File: src/rtl/scaler_pkg.sv
// Shared types and constants for the scaler prescaler and its alarm monitor.
package scaler_pkg;

  typedef enum logic {
    IDLE = 1'b0,
    RUN  = 1'b1
  } state_e;

  localparam int unsigned SCALER_DIV_HALF_DEF    = 20;
  localparam int unsigned SCALER_ALARM_LIMIT_DEF = 4;

  // Bits needed to hold 0..n-1, never below one bit.
  function automatic int unsigned cnt_width(input int unsigned n);
    return (n <= 2) ? 1 : $clog2(n);
  endfunction

endpackage

File: src/rtl/scaler_alarm_mon.sv
// Scaler failure monitor: flags SCAFAL when FS02 stops following FS01.
// Instantiated by scaler_prescaler only when SCALER_ALARM_EN is defined.
module scaler_alarm_mon
  import scaler_pkg::*;
#(
  parameter int unsigned ALARM_LIMIT = SCALER_ALARM_LIMIT_DEF
) (
  input  logic clk,
  input  logic rst,
  input  logic fs02,
  input  logic f01a,
  input  logic running,
  input  logic run_entry,
  output logic scafal
);

  localparam int unsigned EW = $clog2(ALARM_LIMIT + 1);
  localparam logic [EW-1:0] LIM = EW'(ALARM_LIMIT);

  logic          sync1_q, sync2_q, prev_q;
  logic [EW-1:0] edge_cnt_q, edge_cnt_d;
  logic          scafal_q, scafal_d;
  logic          fs02_chg;

  always_ff @(posedge clk or posedge rst) begin
    if (rst) begin
      sync1_q    <= 1'b0;
      sync2_q    <= 1'b0;
      prev_q     <= 1'b0;
      edge_cnt_q <= '0;
      scafal_q   <= 1'b0;
    end else begin
      sync1_q    <= fs02;
      sync2_q    <= sync1_q;
      prev_q     <= sync2_q;
      edge_cnt_q <= edge_cnt_d;
      scafal_q   <= scafal_d;
    end
  end

  // Any FS02 activity proves the downstream stage is alive; a clear beats a count.
  always_comb begin
    fs02_chg   = sync2_q ^ prev_q;
    edge_cnt_d = edge_cnt_q;
    scafal_d   = scafal_q;
    if (run_entry || fs02_chg) begin
      edge_cnt_d = '0;
    end else if (f01a && (edge_cnt_q != LIM)) begin
      edge_cnt_d = edge_cnt_q + EW'(1);
    end
    if (run_entry) begin
      scafal_d = 1'b0;
    end else if (running && (edge_cnt_q == LIM)) begin
      scafal_d = 1'b1;
    end
  end

  assign scafal = scafal_q;

endmodule

File: src/rtl/scaler_prescaler.sv
// Divides SIM_CLK to the first scaler phase FS01 with runt-free start/stop.
// Define SCALER_ALARM_EN to add the FS02 watchdog driving SCAFAL.
module scaler_prescaler
  import scaler_pkg::*;
#(
  parameter int unsigned DIV_HALF    = SCALER_DIV_HALF_DEF,
  parameter int unsigned ALARM_LIMIT = SCALER_ALARM_LIMIT_DEF
) (
  input  logic SIM_CLK,
  input  logic SIM_RST,
  input  logic STRT,
  input  logic STOP,
  input  logic FS02,
  output logic FS01,
  output logic FS01_,
  output logic F01A,
  output logic F01B,
  output logic RUNNING,
  output logic SCAFAL
);

  localparam int unsigned   CW = cnt_width(DIV_HALF);
  localparam logic [CW-1:0] TC = CW'(DIV_HALF - 1);

  state_e        state_q, state_d;
  logic [CW-1:0] cnt_q, cnt_d;
  logic          fs01_q, fs01_d;
  logic          fs01_n_q, fs01_n_d;
  logic          f01a_q, f01a_d;
  logic          f01b_q, f01b_d;
  logic          running_q, running_d;
  logic          stop_pend_q, stop_pend_d;
  logic          run_entry;
  logic          tc;

  always_ff @(posedge SIM_CLK or posedge SIM_RST) begin
    if (SIM_RST) begin
      state_q     <= IDLE;
      cnt_q       <= '0;
      fs01_q      <= 1'b0;
      fs01_n_q    <= 1'b1;
      f01a_q      <= 1'b0;
      f01b_q      <= 1'b0;
      running_q   <= 1'b0;
      stop_pend_q <= 1'b0;
    end else begin
      state_q     <= state_d;
      cnt_q       <= cnt_d;
      fs01_q      <= fs01_d;
      fs01_n_q    <= fs01_n_d;
      f01a_q      <= f01a_d;
      f01b_q      <= f01b_d;
      running_q   <= running_d;
      stop_pend_q <= stop_pend_d;
    end
  end

  // A stop only takes effect on a falling terminal count, so the last high phase is full width.
  always_comb begin
    state_d     = state_q;
    cnt_d       = cnt_q;
    fs01_d      = fs01_q;
    stop_pend_d = stop_pend_q;
    f01a_d      = 1'b0;
    f01b_d      = 1'b0;
    run_entry   = 1'b0;
    tc          = (cnt_q == TC);
    case (state_q)
      IDLE: begin
        cnt_d       = '0;
        fs01_d      = 1'b0;
        stop_pend_d = 1'b0;
        if (STRT && !STOP) begin
          state_d   = RUN;
          run_entry = 1'b1;
        end
      end
      RUN: begin
        if (STOP) begin
          stop_pend_d = 1'b1;
        end
        if (tc) begin
          cnt_d  = '0;
          fs01_d = ~fs01_q;
          f01a_d = ~fs01_q;
          f01b_d = fs01_q;
          if (fs01_q && (stop_pend_q || STOP)) begin
            state_d     = IDLE;
            stop_pend_d = 1'b0;
          end
        end else begin
          cnt_d = cnt_q + CW'(1);
        end
      end
      default: begin
        state_d = IDLE;
      end
    endcase
    fs01_n_d  = ~fs01_d;
    running_d = (state_d == RUN);
  end

  assign FS01    = fs01_q;
  assign FS01_   = fs01_n_q;
  assign F01A    = f01a_q;
  assign F01B    = f01b_q;
  assign RUNNING = running_q;

`ifdef SCALER_ALARM_EN
  scaler_alarm_mon #(
    .ALARM_LIMIT(ALARM_LIMIT)
  ) u_alarm (
    .clk      (SIM_CLK),
    .rst      (SIM_RST),
    .fs02     (FS02),
    .f01a     (f01a_q),
    .running  (running_q),
    .run_entry(run_entry),
    .scafal   (SCAFAL)
  );
`else
  logic unused_ok;
  assign unused_ok = ^{FS02, run_entry, 32'(ALARM_LIMIT)};
  assign SCAFAL    = 1'b0;
`endif

endmodule

File: config.mk
export PLATFORM = sky130hd
export DESIGN_NAME = scaler_prescaler
export DESIGN_NICKNAME = d
export VERILOG_FILES = /design/src/rtl/scaler_pkg.sv /design/src/rtl/scaler_alarm_mon.sv /design/src/rtl/scaler_prescaler.sv
export SDC_FILE = /design/constraint.sdc
export NUM_CORES = 1
export LEC_CHECK = 0
export ABC_AREA = 0
export ABC_CLOCK_PERIOD_IN_PS = 1250
export CORE_AREA = 3 3 40 42
export CTS_CLUSTER_DIAMETER = 40
export DETAILED_ROUTE_END_ITERATION = 8
export DIE_AREA = 0 0 43 45
export PLACE_DENSITY = 0.64
export SYNTH_ARGS = -nofsm -noshare
export SYNTH_HDL_FRONTEND = slang
export SYNTH_SLANG_ARGS = --single-unit
export TNS_END_PERCENT = 30
File: constraint.sdc
create_clock -name SIM_CLK -period 1.25 [get_ports SIM_CLK]
set_input_delay 0.25 -clock SIM_CLK [delete_from_list [all_inputs] [get_ports SIM_CLK]]
set_output_delay 0.25 -clock SIM_CLK [all_outputs]
set_load 0.02 [all_outputs]
* Word-level counts from Yosys, hierarchy flattened
Cells that the tools add are included.
Storage, ports and cells: register bits 11, input port bits 5, output and inout port bits 6, logic and storage cells 32
Cells by class: add/sub/neg operators 1, equal/unequal tests 1, multiplexer cells 16, bitwise operators 3, reduce and logical (&&, ||, !) cells 4
Operator list (count):
- 2-to-1 mux 1 bit | 11
- one-hot mux 5 bit (2 select lines) | 1
- one-hot mux 1 bit (2 select lines) | 3
- adder 5 x 1 -> 5 bit (second input constant) | 1
- == test 5 bit (second input constant) | 1
- 2-to-1 mux 5 bit | 1
- NOT 1 bit | 3
- logical AND 1 bit | 2
- zero test 1 bit | 1
- logical OR 1 bit | 1

* Depth between registers and ports, before layout
Gate-level depths: netlist of the first run.
depth in word-level cells 5, mapped depth 4

* Least setup slack after synthesis of the first run
No wires, ideal clock.
path kind register to register, start register cnt_q[0], end register running_q (netlist: RUNNING), arrival time 1.084 ns, required time 1.129 ns, setup slack 0.045 ns, cell stages (with the launch flop) 5, path buffers 0, clock period less this slack 1.205 ns, path through dfrtp_1 -> ha_1 -> and4bb_4 -> nand2_1 -> o22a_1
Between the ends: word-level cells in the longest chain between the ends 3
Ends and longest elaborated chain:
- from (decl) | line scaler_prescaler.sv:26 | logic [CW-1:0] cnt_q, cnt_d;
- from (signal assigned) | line scaler_prescaler.sv:48 | cnt_q <= cnt_d;
- == test 5 bit | line scaler_prescaler.sv:67 | tc = (cnt_q == TC);
- 2-to-1 mux 1 bit | line scaler_prescaler.sv:82 | if (tc) begin
- one-hot mux 1 bit (2 select lines) | line scaler_prescaler.sv:68 | case (state_q)
- named net running_d | line scaler_prescaler.sv:31 | logic running_q, running_d;
- to (signal assigned) | line scaler_prescaler.sv:53 | running_q <= running_d;
- to (decl) | line scaler_prescaler.sv:31
The timed path passes the listed nets, and every way through them passes these cells.

* Worst setup path after layout of the first run
Ends and elaborated chain as after synthesis.

==> results of run 1 <==
## area by class of cell
cell class / count / area, µm²
Multi-Input combinational cell: 27 / 198
Fill cell: 117 / 644
Sequential cell: 11 / 277
Tap cell: 15 / 18.8
Clock buffer: 4 / 26.3
Timing Repair Buffer: 14 / 118
Inverter: 1 / 3.75
## worst min-delay path by stage
stage	startpoint	endpoint	slack (ps)	cells after the start
2_1_floorplan	SIM_RST	F01A	100	1
3_5_place_dp	cnt_q[0]	cnt_q[0]	520	2
6_report	SIM_RST	cnt_q[2]	270	2
3_3_place_gp	cnt_q[0]	cnt_q[0]	520	2
5_1_grt	SIM_RST	F01B	310	2
4_1_cts	SIM_RST	F01B	280	2
## sequential cells by signal, indices dropped and copies added (netlist names)
| signal | cells |
|---|---|
| RUNNING | 1 |
| FS01 | 1 |
| FS01_ | 1 |
| F01B | 1 |
| F01A | 1 |
| stop_pend_q | 1 |
| cnt_q | 5 |
## logic make-up after synthesis
kind of cell | after synthesis
XOR/XNOR | 3
adder cells (fa/ha/maj) | 1
other | 1
AO/OA/AOI/OAI | 5
multiplexers | 1
buffers and inverters | 3
flip-flops | 11
AND/OR/NAND/NOR | 16
## per-stage QoR
step	worst slack (ps)	power [mW]
finish	19.5	1.53
global route	-11.5	1.66
CTS	20.2	1.53
detailed placement	-86.4	1.31
global placement	-84.0	1.28
floorplan	45.1	1.02
## report_power, final
group / internal (mW) / total (mW) / leakage (nW) / switching [mW]
sequential: 0.511 / 0.579 / 0.128 / 0.0677
combinational: 0.389 / 0.711 / 0.157 / 0.322
clock: 0.123 / 0.239 / 0.0150 / 0.115
total: 1.02 / 1.53 / 0.300 / 0.505
## Yosys cell counts, types with 2 or more instances
library cell              number
sky130_fd_sc_hd__nand2_1       4
sky130_fd_sc_hd__dfrtp_1      10
sky130_fd_sc_hd__and2_1        2
sky130_fd_sc_hd__xnor2_1       2
sky130_fd_sc_hd__nor2b_1       3
sky130_fd_sc_hd__a21oi_1       2
## metal layers
layer  share of wire  track usage
met1            0.47        0.135
met2            0.47        0.135
met3           0.045       0.0239
met4           0.020        0.108
met5               0            0
## timing repair
| action | 4_1_cts | 5_1_grt |
|---|---|---|
| hold buffers | 0 | 0 |
| gates resized for setup | 8 | 4 |
| setup endpoints to repair | 5 | 5 |
==> results.md, run 1 <==
* Outcome: completed
* NumNets Final at 64
* CP Max Fanout at 6
* Largest stage delay on the critical path at 360 ps
* Share of the yosys chip area belonging to registers at 0.577
* Placeable core region at around 1300 µm²
* Initial Utilization at 0.373
* Critical-path cell with the highest stage delay: sky130_fd_sc_hd__dfrtp_1
* Combinational family with the most area after synthesis: simple AND/OR/NAND/NOR gates
* Number of buffer cells added on primary ports at 8
* Number of hold violations in the final report at 0
* Drt wl/cell at ~11 µm
* Required time of the critical path at roughly 1400 ps
* Share of async-settable or async-resettable flops after synthesis at 1.00
* Die Y at around 45 µm
* Mean cell area of the mapped netlist at between 10 and 15 µm²
* Fin. max-slew vios at 0
* Count of flip-flops with a built-in enable after synthesis at 0
* Final antenna-violating net count at 0
* Hold slack final at about 270 ps
* Setup crit start: cnt_q[0]
* Multiplexer share of the synthesized area at 0.0209
* Chain of cells forming the critical path: ha_2, and4bb_4, nand2_1, o22a_1
* Kind of cell with the highest combined delay on the critical path: flip-flops
* Worst IR drop on VDD at about 0.00065 V
* Length in cells of the worst reg-to-reg path at 4
* Count of non-filler cells in the finished layout at between 70 and 80
* Post-layout utilization of the core at 0.499
* Worst setup path end: RUNNING
* Post-synthesis simple-gate area fraction at 0.214
* Number of max-cap violations at 0
* Post-Syn Instances at 41
* Number of buffers inserted during clock tree synthesis at 3
* Synth top area cells: sky130_fd_sc_hd__dfrtp_1 52%, sky130_fd_sc_hd__dfstp_2 5.5%, sky130_fd_sc_hd__nor2b_1 3.9%
* Antenna violations before repair at 0
* Mapped cell area at between 400 and 500 µm²
* Highest clock rate at a little over 800 MHz
* Post-detailed-placement half-perimeter wirelength at between 500 and 600 µm
* Final worst-path cycle share at 0.984
* Number of antenna repair diodes at 0
* Ratio of cells with drive above 1 in the final layout at 0.298
* Top library cells by usage in the layout, fill and taps aside: 10 x sky130_fd_sc_hd__dfrtp_1, 6 x sky130_fd_sc_hd__buf_4, 4 x sky130_fd_sc_hd__nand2_1
* Clock sinks at 11
* Register bit count reported by yosys at 11
* Floorplan die width at 43 µm
* Post-CTS setup repair buffer count at 0
* Number of global-route vias before repair at approximately 310
* H-tree depth at 1
* Boundary Pins at 11
* Capturing element type of the critical path: flip-flop
* Synth cell types at 24
* Wire length of the first global-routing pass at around 1.4 mm
* Post-synthesis compound-gate area fraction at 0.0679
* Placed cell areas at between 600 and 700 µm²
* First-pass detailed-route iteration total at 2
* Largest net degree at the start of global routing at 13
* Via density per instance at roughly 4.6
* Crit path DAT at between 1000 and 1500 ps
* Final setup violation count at 0
* Clock tree from TritonCTS: built
* Setup Total Neg Slack at 0 ps
* Critical Path Stages at 4
* Clock buffer depth at 2
* Most used flip-flop cell after synthesis: sky130_fd_sc_hd__dfrtp_1
* Reg2Reg Capture Point: RUNNING
* Vias after detailed routing at 330
* Register-to-register setup slack at just under 20 ps
* Number of cells in the design after placement at slightly below 70
* Area fraction of the dominant cell type after synthesis at 0.522
* Final RePlAce weighted congestion at 0.681
* Crit path buf inv count at 0
* Power density over the cells at 2390 nW/µm²
* DR DRC count at 0
* Classification of the worst setup path: flip-flop to flip-flop
* Overall overflow remaining after global route at 0
* Clock root cell: sky130_fd_sc_hd__clkbuf_4
* Count of yosys warnings during synthesis at 0
* Leakage power of the design at about 0.30 nW
* Dominant cell type by area after synthesis: sky130_fd_sc_hd__dfrtp_1
* Site Rows at 13
* Most frequent standard cell in the layout excluding fill and tap cells: sky130_fd_sc_hd__dfrtp_1
* Path type of the worst min-delay path: input pin to async pin
* 1st-iter DRT viols at 3
* Die area at 1940 µm²
* Synthesis-to-finish area growth at 33.7%
* RSZ-0062 raised after global routing: true
* Wirelength, routed at roughly 800 µm
* Clock latency on the worst-skew pair at around 260 ps
* Clock transition at path regs at approximately 70 ps
* Reg-to-reg startpoint: cnt_q[0]
* Largest clock skew in the final design at approximately 1.9 ps
* Post-Synth XOR/XNOR Area at 0.0548
* Synthesized-area fraction occupied by adder cells at 0.0261
* Minimum clock period after layout at 1230 ps
* Total routing resource utilization after global routing at 0.104
* Final std cell area, no fill at 641 µm²
* Syn Nets at between 40 and 50
* Startpoint type of the worst setup path: flip-flop
(Power assumes the default switching activity.)
==> run 2, diff against run 1 <==
--- a/config.mk
+++ b/config.mk
@@ -8,10 +8,10 @@
 export ABC_AREA = 0
 export ABC_CLOCK_PERIOD_IN_PS = 1250
 export CORE_AREA = 3 3 40 42
-export CTS_CLUSTER_DIAMETER = 40
 export DETAILED_ROUTE_END_ITERATION = 8
 export DIE_AREA = 0 0 43 45
 export PLACE_DENSITY = 0.64
+export SKIP_LAST_GASP = 1
 export SYNTH_ARGS = -nofsm -noshare
 export SYNTH_HDL_FRONTEND = slang
 export SYNTH_SLANG_ARGS = --single-unit
==> run 2 against run 1 <==
Highest routed layer unchanged. The run now ends with negative setup slack left. Sequential cell count did not move. Clock skew barely moved. Sequential share of layout area did not move. Worst setup slack got worse by 190 ps. Routed wire length did not move.
==> results.md, run 2 (synthesized netlist as in run 1, its figures left out) <==
* Critical Path Stages at 1
* Site Rows at 13
* Wirelength, routed at 801 µm
* Most frequent standard cell in the layout excluding fill and tap cells: sky130_fd_sc_hd__dfrtp_1
* Met3 Routed Length at ~34 µm
* Placed cell areas at around 610 µm²
* Hold buffer count at CTS at 0
* Largest stage delay on the critical path at 590 ps
* Startpoint type of the worst setup path: flip-flop
* Total routing resource utilization after global routing at 0.104
* Power density over the cells at about 2400 nW/µm²
* Routed length on met1 at roughly 370 µm
* Initial Utilization at 0.373
* RSZ-0062 raised after global routing: true
* Wire length of the first global-routing pass at 1.42 mm
* Clock buffer depth at 2
* Critical-path cell with the highest stage delay: sky130_fd_sc_hd__clkdlybuf4s50_1
* Via density per instance at between 4 and 5
* Final std cell area, no fill at roughly 640 µm²
* 1st-iter DRT viols at 4
* Final antenna-violating net count at 0
* Required time of the critical path at 1000 ps
* Crit path buf inv count at 1
* Synthesis-to-finish area growth at 33.7%
* Path type of the worst min-delay path: input pin to async pin
* Largest clock skew in the final design at 1.71 ps
* Ratio of cells with drive above 1 in the final layout at 0.246
* Crit path DAT at approximately 1200 ps
* Number of hold violations in the final report at 0
* Top library cells by usage in the layout, fill and taps aside: 10 x sky130_fd_sc_hd__dfrtp_1, 6 x sky130_fd_sc_hd__buf_4, 4 x sky130_fd_sc_hd__nand2_1, 4 x sky130_fd_sc_hd__clkdlybuf4s50_1
* Number of flip-flops under the largest register name at 5
* Length in cells of the worst reg-to-reg path at 4
* Drt wl/cell at around 11 µm
* Clock latency on the worst-skew pair at approximately 260 ps
* Placeable core region at 1280 µm²
* Final worst-path cycle share at 1.14
* Floorplan die width at around 43 µm
* Total chip power at between 1.5 and 2 mW
* Number of global-route vias before repair at ~320
* Post-layout utilization of the core at 0.499
* Number of max-cap violations at 0
* Final setup violation count at 2
* NumNets Final at 64
* Leakage power of the design at 0.310 nW
* Boundary Pins at 11
* Final RePlAce weighted congestion at approximately 0.68
* Clock root cell: sky130_fd_sc_hd__clkbuf_4
* Chain of cells forming the critical path: clkdlybuf4s50_1
* Vias after detailed routing at between 300 and 400
* First-pass detailed-route iteration total at 2
* H-tree depth at 1
* Register with the most flip-flops: cnt_q
* Post-detailed-placement half-perimeter wirelength at about 570 µm
* DR DRC count at 0
* Number of buffers inserted during clock tree synthesis at 3
* Number of buffer cells added on primary ports at 8
* Minimum clock period after layout at around 1400 ps
* Clock tree from TritonCTS: built
* Hold slack final at around 280 ps
* Worst-case setup margin in the final layout at -172 ps
* Number of antenna repair diodes at 0
* Largest net degree at the start of global routing at 13
* Number of cells in the design after placement at between 60 and 70
* Classification of the worst setup path: flip-flop to output pin
* Fin. max-slew vios at 0
* Clock sinks at 11
* Die area at a little under 2000 µm²
* Outcome: complete, but fails checks
* Topmost layer with routed signal wires: met4
* Die Y at ~45 µm
* Capturing element type of the critical path: output pin
* Overall overflow remaining after global route at 0
* Worst IR drop on VDD at 0.000678 V
* CP Max Fanout at 1
* Antenna violations before repair at 0
* Kind of cell with the highest combined delay on the critical path: buffers and inverters
* Count of non-filler cells in the finished layout at 72
* Violated checks: negative setup slack
* Highest clock rate at about 700 MHz
* Clock transition at path regs at about 70 ps
* Met2 wire len at 378 µm
-- run 2: cell count changes in the layout (fill, tap and decap cells not counted), sizes merged --
cell / previous run / this run
buf: 7 / 6
clkdlybuf4s15: 2 / 0
clkdlybuf4s50: 3 / 4
dlymetal6s2s: 0 / 2
-- run 2: worst paths after layout --
check | start | end | slack [ps]
worst max-delay path | F01A | F01A | -170
worst min-delay path | SIM_RST | cnt_q[2] | 280
worst max register to register | cnt_q[0] | RUNNING | 40
worst min register to register | cnt_q[0] | cnt_q[0] | 540
max in group asynchronous | SIM_RST | FS01_ | 650
min in group SIM_CLK | cnt_q[0] | cnt_q[0] | 540
-- run 2: power by group --
part | total [mW] | switching (mW) | internal (mW) | leakage (nW)
Clock | 0.239 | 0.116 | 0.123 | 0.0150
Sequential | 0.577 | 0.0657 | 0.511 | 0.128
Combinational | 0.696 | 0.315 | 0.382 | 0.167
-- run 2: area by class of cell --
cell class / count / area (µm²)
tap: 15 / 18.8
clock buffer: 4 / 26.3
inverter: 1 / 3.75
sequential: 11 / 277
timing repair buffer: 14 / 128
multi-input combinational: 27 / 188
fill: 116 / 644
-- run 2: worst register-to-register path, cell delays in order (launching register included) --
cell,delay (ps)
sky130_fd_sc_hd__dfrtp_1,350
sky130_fd_sc_hd__ha_1,190
sky130_fd_sc_hd__and4bb_4,290
sky130_fd_sc_hd__nand2_1,60
sky130_fd_sc_hd__o22a_1,210
-- run 2: metal layers --
metal,global-route usage,vias to the layer above
met5,0,-
met4,0.108,0
met3,0.0239,2
met2,0.135,9
met1,0.137,147
li1,-,167
-- run 2: what timing repair did --
item                       4_1_cts  5_1_grt
gates resized for setup          2        2
setup endpoints to repair        5        8
buffers inserted                 0        0
pin swaps                        0        0
-- run 2: metrics by stage --
stage	TNS, ps	setup WS [ps]
6_report	-269	-172
5_1_grt	-431	-230
4_1_cts	-737	-227
3_5_place_dp	-86.4	-86.4
3_3_place_gp	-84.0	-84.0
2_1_floorplan	0	45.1
==> run 3, diff against run 2 <==
--- a/config.mk
+++ b/config.mk
@@ -7,9 +7,10 @@
 export LEC_CHECK = 0
 export ABC_AREA = 0
 export ABC_CLOCK_PERIOD_IN_PS = 1250
-export CORE_AREA = 3 3 40 42
+export CORE_AREA = 2 2 39 41
+export CTS_CLUSTER_SIZE = 40
 export DETAILED_ROUTE_END_ITERATION = 8
-export DIE_AREA = 0 0 43 45
+export DIE_AREA = 0 0 41 43
 export PLACE_DENSITY = 0.64
 export SKIP_LAST_GASP = 1
 export SYNTH_ARGS = -nofsm -noshare
==> run 3 against run 2 <==
Highest routed layer is now met3. Non-clock buffer count fell by 2. The run still ends with negative setup slack left. Clock power barely moved. Core utilization fell by 4.5 points. Sequential cell count did not move. Routed wire length rose by 1.7%. Critical endpoint is now F01B. Combinational power fell by 5.5%.
==> results.md, run 3 (synthesized netlist as in run 1, its figures left out) <==
* Outcome: complete, but fails checks
* Violated checks: negative setup slack
* CP Max Fanout at 1
* Clock latency on the worst-skew pair at about 270 ps
* Worst-case setup margin in the final layout at -181 ps
* Area of the multi-input gates at about 190 µm²
* Sequential fraction of design power at 0.394
* H-tree depth at 1
* Register with the most flip-flops: cnt_q
* Number of buffer cells added on primary ports at 8
* Number of hold violations in the final report at 0
* Crit path buf inv count at 1
* Largest clock skew in the final design at roughly 3.8 ps
* Overall overflow remaining after global route at 0
* Clock transition at path regs at ~70 ps
* Initial Utilization at 0.346
* Site Rows at 14
* Wirelength, routed at 815 µm
* Final antenna-violating net count at 0
* Register area at around 280 µm²
* Worst IR drop on VDD at 0.00145 V
* Final worst-path cycle share at 1.14
* Wire length of the first global-routing pass at around 1.4 mm
* Int Power at a little under 1 mW
* First-pass detailed-route iteration total at 4
* Required time of the critical path at 1000 ps
* Setup Total Neg Slack at -314 ps
* Top library cells by usage in the layout, fill and taps aside: 10 x sky130_fd_sc_hd__dfrtp_1, 4 x sky130_fd_sc_hd__nand2_1, 4 x sky130_fd_sc_hd__clkdlybuf4s50_1, 4 x sky130_fd_sc_hd__buf_4
* Boundary Pins at 11
* Placed cell areas at ~600 µm²
* Chain of cells forming the critical path: clkdlybuf4s50_1
* Startpoint type of the worst setup path: flip-flop
* Power density over the cells at approximately 2400 nW/µm²
* Number of flip-flops under the largest register name at 5
* Number of cells in the design after placement at 67
* Ratio of cells with drive above 1 in the final layout at 0.236
* Final setup violation count at 3
* Largest stage delay on the critical path at approximately 590 ps
* Floorplan die width at slightly above 40 µm
* Minimum clock period after layout at about 1400 ps
* Capturing element type of the critical path: output pin
* Die Y at about 43 µm
* Clock tree from TritonCTS: built
* Leakage power of the design at a little over 0.3 nW
* Switching power share of the total at 0.338
* Final std cell area, no fill at about 630 µm²
* Vias after detailed routing at approximately 330
* Combinational group share of total power at 0.445
* NetSw at between 0.4 and 0.5 mW
* Count of non-filler cells in the finished layout at between 70 and 80
* Final RePlAce weighted congestion at ~0.75
* 1st-iter DRT viols at 4
* Clock root cell: sky130_fd_sc_hd__clkbuf_4
* Highest clock rate at 699 MHz
* Largest net degree at the start of global routing at 13
* Number of global-route vias before repair at 354
* Number of buffers inserted during clock tree synthesis at 3
* Antenna violations before repair at 0
* NumNets Final at 62
* Crit path DAT at 1180 ps
* Placeable core region at around 1400 µm²
* Die area at roughly 1800 µm²
* RSZ-0062 raised after global routing: true
* Drt wl/cell at roughly 11 µm
* Total routing resource utilization after global routing at 0.126
* Classification of the worst setup path: flip-flop to output pin
* Clock sinks at 11
* Synthesis-to-finish area growth at 31.1%
* Clock buffer depth at 2
* Clock network fraction of design power at 0.161
* Kind of cell with the highest combined delay on the critical path: buffers and inverters
* Number of antenna repair diodes at 0
* Number of max-cap violations at 0
* Post-CTS setup repair buffer count at 0
* Path type of the worst min-delay path: input pin to async pin
* Fin. max-slew vios at 0
* Most frequent standard cell in the layout excluding fill and tap cells: sky130_fd_sc_hd__dfrtp_1
* DR DRC count at 0
* Critical-path cell with the highest stage delay: sky130_fd_sc_hd__clkdlybuf4s50_1
* Post-layout utilization of the core at 0.454
* Layout filler cell count at approximately 120
* Via density per instance at between 4 and 5
run 3: cell count changes in the layout (fill, tap and decap cells not counted):
cell	change
sky130_fd_sc_hd__clkinv_2	+1
sky130_fd_sc_hd__buf_4	-2
sky130_fd_sc_hd__clkbuf_1	-1
run 3: stage by stage:
step	hold slack (ps)	power [mW]	setup slack [ps]
6_report	273	1.48	-181
3_3_place_gp	514	1.24	-90.6
3_5_place_dp	517	1.27	-83.6
2_1_floorplan	102	1.02	45.1
4_1_cts	284	1.51	-226
5_1_grt	319	1.61	-225
run 3: path summary, 6_finish.rpt:
check                      startpoint        to  slack, ps  depth (start not counted)
max                              F01B      F01B       -180                          1
min                           SIM_RST  cnt_q[2]        270                          2
max reg2reg                  cnt_q[0]   RUNNING        -20                          4
min reg2reg                  cnt_q[0]  cnt_q[0]        530                          2
max in group asynchronous     SIM_RST     FS01_        650                          2
min in group SIM_CLK         cnt_q[0]  cnt_q[0]        530                          2
run 3: layout make-up:
class                      instances  share of cell area
multi-input combinational         27               0.299
inverter                           1             0.00598
clock buffer                       3              0.0359
tap                               16              0.0319
clock inverter                     1             0.00797
timing repair buffer              12               0.179
sequential                        11               0.440
run 3: what timing repair did:
action	in CTS	in global routing
gates resized for setup	2	2
endpoints found under the setup margin	7	9
cloned	0	0
hold buffers	0	0
run 3: per-layer routing:
layer | share of wire | GRT usage | vias to the layer above
met4 | 0 | 0.0400 | 0
met1 | 0.45 | 0.142 | 161
met3 | 0.061 | 0.0785 | 0
li1 | - | - | 161
met5 | 0 | 0 | -
met2 | 0.49 | 0.188 | 12
run 3: power by group through the flow:
stage / Clock (mW) / Sequential [mW] / Combinational (mW)
after global placement: 0 / 0.591 / 0.646
after CTS: 0.252 / 0.585 / 0.669
after global routing: 0.273 / 0.600 / 0.736
after detailed placement: 0 / 0.592 / 0.676
final: 0.238 / 0.582 / 0.658
after floorplan: 0 / 0.663 / 0.354
